$ cat src/rtl/mover_2d_go_ctrl.sv
// mover_2d_go_ctrl: turns a CSR go strobe into one 4-phase req/ack
// handshake and tracks busy, done, timeout and overrun status plus irq.
module mover_2d_go_ctrl #(
  parameter int SYNC_CYCLES = 2,
  parameter int TMO_WIDTH   = 16
) (
  input  logic                 clk,
  input  logic                 reset_n,
  input  logic                 go,
  input  logic [TMO_WIDTH-1:0] cfg_timeout,
  output logic                 req_out,
  input  logic                 ack_in,
  output logic                 busy,
  output logic                 done_pulse,
  output logic                 sts_done,
  output logic                 sts_tmo,
  output logic                 sts_ovr,
  input  logic                 sts_clr,
  input  logic                 irq_en,
  output logic                 irq
);

  typedef enum logic [1:0] {
    ST_IDLE = 2'd0,
    ST_REQ  = 2'd1,
    ST_REL  = 2'd2
  } state_e;

  state_e               state_q;
  state_e               state_d;
  logic [SYNC_CYCLES:0] ack_sync_q;
  logic [SYNC_CYCLES:0] ack_sync_d;
  logic [TMO_WIDTH-1:0] cnt_q;
  logic [TMO_WIDTH-1:0] cnt_d;
  logic [TMO_WIDTH-1:0] tmo_last;
  logic                 tmo_q;
  logic                 tmo_d;
  logic                 req_q;
  logic                 req_d;
  logic                 done_q;
  logic                 done_d;
  logic                 sdone_q;
  logic                 sdone_d;
  logic                 stmo_q;
  logic                 stmo_d;
  logic                 sovr_q;
  logic                 sovr_d;
  logic                 irq_q;
  logic                 irq_d;
  logic                 ack_s;
  logic                 launch;
  logic                 tmo_hit;
  logic                 rel_exit;
  logic                 clr;

  assign ack_sync_d = {ack_sync_q[SYNC_CYCLES-1:0], ack_in};
  assign ack_s      = ack_sync_q[SYNC_CYCLES];

  assign tmo_last = cfg_timeout - TMO_WIDTH'(1);
  assign tmo_hit  = (cfg_timeout != '0) && (cnt_q == tmo_last);
  assign launch   = (state_q == ST_IDLE) && go;
  assign rel_exit = (state_q == ST_REL) && !ack_s;
  assign clr      = sts_clr || launch;

  always_ff @(posedge clk or negedge reset_n) begin
    if (!reset_n) begin
      state_q    <= ST_IDLE;
      ack_sync_q <= '0;
      cnt_q      <= '0;
      tmo_q      <= 1'b0;
      req_q      <= 1'b0;
      done_q     <= 1'b0;
      sdone_q    <= 1'b0;
      stmo_q     <= 1'b0;
      sovr_q     <= 1'b0;
      irq_q      <= 1'b0;
    end else begin
      state_q    <= state_d;
      ack_sync_q <= ack_sync_d;
      cnt_q      <= cnt_d;
      tmo_q      <= tmo_d;
      req_q      <= req_d;
      done_q     <= done_d;
      sdone_q    <= sdone_d;
      stmo_q     <= stmo_d;
      sovr_q     <= sovr_d;
      irq_q      <= irq_d;
    end
  end

  // ack beats a timeout landing in the same REQ cycle
  always_comb begin
    state_d = state_q;
    unique case (state_q)
      ST_IDLE: if (go) state_d = ST_REQ;
      ST_REQ:  if (ack_s || tmo_hit) state_d = ST_REL;
      ST_REL:  if (!ack_s) state_d = ST_IDLE;
      default: state_d = ST_IDLE;
    endcase
  end

  always_comb begin
    cnt_d = cnt_q;
    tmo_d = tmo_q;
    if (launch) begin
      cnt_d = '0;
    end else if ((state_q == ST_REQ) && (cnt_q != '1)) begin
      cnt_d = cnt_q + TMO_WIDTH'(1);
    end
    if (state_q == ST_REQ) begin
      tmo_d = !ack_s && tmo_hit;
    end
    req_d   = (state_d == ST_REQ);
    done_d  = rel_exit && !tmo_q;
    // a set event in the same cycle as a clear leaves the flag set
    sdone_d = done_d || (sdone_q && !clr);
    stmo_d  = (rel_exit && tmo_q) || (stmo_q && !clr);
    sovr_d  = (go && (state_q != ST_IDLE)) || (sovr_q && !clr);
    irq_d   = irq_en && (sdone_d || stmo_d || sovr_d);
  end

  assign req_out    = req_q;
  assign busy       = (state_q != ST_IDLE);
  assign done_pulse = done_q;
  assign sts_done   = sdone_q;
  assign sts_tmo    = stmo_q;
  assign sts_ovr    = sovr_q;
  assign irq        = irq_q;

endmodule

$ cat config.mk
export PLATFORM = sky130hd
export DESIGN_NAME = mover_2d_go_ctrl
export DESIGN_NICKNAME = d
export VERILOG_FILES = /design/src/rtl/mover_2d_go_ctrl.sv
export SDC_FILE = /design/constraint.sdc
export NUM_CORES = 1
export LEC_CHECK = 0
export CORE_MARGIN = 3
export CORE_UTILIZATION = 48
export CTS_BUF_LIST = sky130_fd_sc_hd__clkbuf_4 sky130_fd_sc_hd__clkbuf_8
export CTS_CLUSTER_SIZE = 40
export DETAILED_ROUTE_END_ITERATION = 8
export PLACE_DENSITY = 0.73
export SLEW_MARGIN = 30
export SYNTH_ARGS = -nofsm -noshare
export SYNTH_HDL_FRONTEND = slang
export SYNTH_SLANG_ARGS = --single-unit
$ cat constraint.sdc
create_clock -name clk -period 4.5 [get_ports clk]
set_input_delay 0.9 -clock clk [delete_from_list [all_inputs] [get_ports clk]]
set_output_delay 0.9 -clock clk [all_outputs]
set_load 0.01 [all_outputs]
; Word-level counts from Yosys, hierarchy flattened
; Index checks and enable logic that the tools add are counted.
[totals]
register_bits = 28
in_bits = 22
out_inout_bits = 7
word_cells = 49
[classes]
n_addsub = 2
n_eq_ne = 5
n_mux = 6
reduce_logical = 26
[op_table]
columns = op, count
row1 = two-way mux 16 bit, 2
row2 = "adder 16 x 1 -> 16 bit, second input constant", 1
row3 = == test 16 bit, 1
row4 = "!= test 16 bit, second input constant", 1
row5 = nonzero test 16 bit, 1
row6 = "subtractor 16 x 1 -> 16 bit, second input constant", 1
row7 = logical AND 1 bit, 12
row8 = logical OR 1 bit, 7
row9 = two-way mux 2 bit, 3
row10 = case mux 2 bit (3 select lines), 1
row11 = "== test 2 x 1 -> 1 bit, second input constant", 2
row12 = nonzero test 2 bit, 2
row13 = zero test 1 bit, 3
row14 = "== test 2 bit, second input constant", 1
row15 = zero test 2 bit, 1

; Longest topological paths before layout
[depth]
ltp_word = 9
ltp_mapped = 8
ltp_nobuf = 8

; Least setup slack after synthesis
; No wires, ideal clock.
[synth_timing]
path_type = in2reg
from = input cfg_timeout[7]
to = register req_q (netlist: req_out)
setup_time_ns = 0.118
t_arrival_ns = 2.757
required_ns = 4.382
slack_ns = 1.624
cell_stages = 7
n_path_buf = 1
cell_sequence = or4_1 buf_2 or4_1 a211o_1 a2bb2oi_2 o2111ai_2 a21o_1
[synth_via]
elab_chain_len = 7
word_cells_on_any_way = 8
classes_between = 1 x add/sub / 2 x eq/ne / 2 x mux / 3 x reduce/logical
[synth_rtl]
columns = element, line
row1 = from (decl), 10  ; input logic [TMO_WIDTH-1:0] cfg_timeout,
row2 = subtractor 16 x 1 -> 16 bit, 59  ; assign tmo_last = cfg_timeout - TMO_WIDTH'(1);
row3 = == test 16 bit, 60  ; assign tmo_hit = (cfg_timeout != '0) && (cnt_q == tmo_last);
row4 = logical AND 1 bit *, 60
row5 = logical OR 1 bit *, 96  ; ST_REQ: if (ack_s || tmo_hit) state_d = ST_REL;
row6 = two-way mux 2 bit *, 96
row7 = case mux 2 bit (3 select lines) *, 94  ; unique case (state_q)
row8 = == test 2 x 1 -> 1 bit *, 113  ; req_d = (state_d == ST_REQ);
row9 = via req_d, 39  ; logic req_d;
row10 = to (signal assigned), 82  ; req_q <= req_d;
row11 = to (decl), 38  ; logic req_q;
; The timed path passes the listed nets; every way through them passes the cells marked *.
; A chain may end at the register's enable or synchronous reset.

; Worst setup path in the final report
[layout_timing]
from = input cfg_timeout[6]
to = register state_q[0]
[layout_via]
elab_chain_len = 6
word_cells_on_any_way = 7
classes_between = 1 x add/sub / 1 x eq/ne / 2 x mux / 3 x reduce/logical
[layout_rtl]
columns = element, line
row1 = subtractor 16 x 1 -> 16 bit, 59
row2 = == test 16 bit, 60
row3 = logical AND 1 bit *, 60
row4 = logical OR 1 bit *, 96
row5 = two-way mux 2 bit *, 96
row6 = case mux 2 bit (3 select lines) *, 94
row7 = via state_d[0], 30  ; state_e state_d;
row8 = to (signal assigned), 78  ; state_q <= state_d;
row9 = to (decl), 29  ; state_e state_q;
; Marks and branches as above.

==> impl_results.md <==
* Status: complete, no violations
* Worst setup path class: input pin to flop
* Critical path's largest stage delay at 0.66 ns
* Worst-path fanout max at 7
* Endpoints failing hold at 0
* Wire per inst at approximately 15 um
* Synth Register Bits at 28
* Gr usage total at 0.202
* Max-cap viol count at 0
* Crit path required time at 4.67 ns
* Post-CTS sizing at 0
* Starting DRT DRC Count at between 100 and 150
* Total negative slack at 0 ns
* H-tree depth reported by CTS at 1
* Slew Viols, Final at 0
* Remaining antenna violation count after routing at 0
* Initial antenna violation count at 0
* Syn Std Cell Area at 0.00183 mm^2
* CTS tree: yes
* EDFF count, synth at 0
* Yosys cell types at between 40 and 50
* RSZ-0062 raised after global routing: false
* PwrDens at about 340 mW/mm^2
* Hold buffers post-CTS at 0
* Initial core utilization at 0.523
* Fin crit share at 0.724
* Area contributors post-synth: dfrtp_1 (38%), xnor2_1 (11%), nor2_1 (5.1%), xor2_1 (3.8%), nand2_1 (3.5%)
* Post-synth top cells: dfrtp_1 (28), nor2_1 (25), xnor2_1 (23)
* WP buf/inv at 1
* Routing usage on met1 at 0.280
* DRC at 0
* Largest net degree at the start of global routing at 29
* TritonCTS buffer count at 3
* Hold Path Class: flop to flop
* Die area at 0.00458 mm^2
* Gr busiest metal: met2
* Maximum vdd drop at approximately 0.22 mV
* GP Congestion at 0.947
* Syn_nets at about 230
* Area leader, netlist: dfrtp_1
* Vias per Instance at 5.77
* Min Hold Slack at 0.361 ns
* Postcts setup bufs at 0
* # IOs at 29
* Delay-heaviest family, CP: simple AND/OR/NAND/NOR gates
* DR vias at roughly 1600
* Multi-input gate area at 0.00108 mm^2
* Avg Cell Area, Syn at 8.87 um^2
* CP Cell Sequence: clkdlybuf4s50_1, or4_1, or4_1, a211o_1, a2bb2oi_2, o2111ai_2, a21o_1
* Primary FF master, synth: dfrtp_1
* Diode count at 0
* Final WL at 4.10 mm
* Relative slew slack at 0.463
* Die height at just under 70 um
* Period minus WS final at around 3.3 ns
* Area growth syn-to-layout at 19.8%
* Max Buffers Root-to-Sink at 2
* Post-layout util at 0.627
* Post-synthesis cell count at just over 200
* Detailed placement HPWL at approximately 3.2 mm
* Detailed Routing Iterations Pass 1 at 4
* Filler cells at 307
* Layout cells sized above 1 at 0.0478
* CTS Root Cell: clkbuf_8
* Clk Latency, worst-skew pair at 0.27 ns
* Yosys top cell area share at 0.383
* Remaining Overflow, GRT at 0
* GRT met2 Usage at 0.315
* Most used cell, CP: or4_1
* Clk_skew at roughly 0.0028 ns
* # rows at 21
* Leakage at between 0.0008 and 0.0009 uW
* First-pass GRT wire length at around 6.9 mm
* Worst-margin pin slew at roughly 0.80 ns
* Final #Nets at approximately 260
* Met3 Use GR at 0.0449
* Worst-path clk slew at ~0.09 ns
* Vias in the first global route at 1480
* Max stage delay cell, worst path: or4_1
* Max Freq at 307 MHz
* Port Buf Inserts at 28
* Startpoint type of the worst setup path: input pin
* Register area at approximately 700 um^2
* Count leader, synth: dfrtp_1
* Die width at slightly below 70 um
* YS warnings at 0
* Worst Path Arrival at approximately 3.4 ns
* Register area share after synthesis at 0.383
* CTS Sinks at 28
* Asr flop ratio synth at 1.00
* Core outline area at about 0.0035 mm^2
* Element type at the critical path end: flop
* Final Setup Violations at 0
==> placed cells by master (no fill, tap or decap), types with 4 or more instances in the layout <==
cell type        count
and3_1               4
xnor2_1             23
dfrtp_1             28
xor2_1               8
clkbuf_8             4
or4_1                4
nor4_1               7
nor3_1              12
clkdlybuf4s50_1     28
nand2_1             17
nor2_1              25
o21ai_0              6
nand3_1             11
==> final timing paths <==
check / to / slack (ns) / start / cells after the start
max in group asynchronous: cnt_q[15] / 3.25 / reset_n / 2
hold reg to reg: ack_sync_q[2] / 0.36 / ack_sync_q[1] / 0
hold / removal: ack_sync_q[2] / 0.36 / ack_sync_q[1] / 0
min in group asynchronous: sts_done / 1.00 / reset_n / 2
setup / recovery: state_q[0] / 1.24 / cfg_timeout[6] / 7
setup reg to reg: cnt_q[15] / 2.30 / cnt_q[3] / 6
==> per-layer routing <==
metal  vias up  wire [um]  share of wire
met5         -          0              0
met4         0         61          0.015
met3         6        226          0.055
met2        45       1930           0.47
met1       753       1890           0.46
li1        789          -              -
==> sequential cells by signal, indices dropped and copies added (netlist names) <==
name	count
done_pulse	1
tmo_q	1
cnt_q	16
ack_sync_q	3
irq	1
req_out	1
sts_tmo	1
sts_ovr	1
sts_done	1
state_q	2
==> cell families after synthesis <==
logic type / synth area share
and+or+nand+nor: 0.266
AOI/OAI and AO/OA: 0.144
xor gates and xnor gates: 0.149
DFF: 0.383
buffers and inverters: 0.0274
adders and majority gates: 0.0205
muxes: 0.0110
==> through the flow <==
stage / std cells / power, uW / instance area (um^2) / setup slack [ns]
after floorplan: 206 / 486 / 1830 / 1.62
after global placement: 272 / 589 / 2130 / 1.04
after detailed placement: 272 / 600 / 2130 / 0.968
after CTS: 276 / 754 / 2190 / 1.26
after global routing: 276 / 801 / 2190 / 1.12
final: 276 / 747 / 2190 / 1.24
==> report_power, final <==
part / switching (uW) / internal (uW) / total (uW)
logic: 140 / 123 / 263
clock network: 73.5 / 78.3 / 152
registers: 41.9 / 290 / 332
==> area by class of cell <==
| type | instances | area share |
|---|---|---|
| multi-input combinational | 166 | 0.492 |
| clock buffer | 4 | 0.0251 |
| inverter | 3 | 0.00514 |
| timing repair buffer | 29 | 0.131 |
| tap | 46 | 0.0263 |
| sequential | 28 | 0.320 |
No activity file was read; power rests on OpenSTA's default activity.
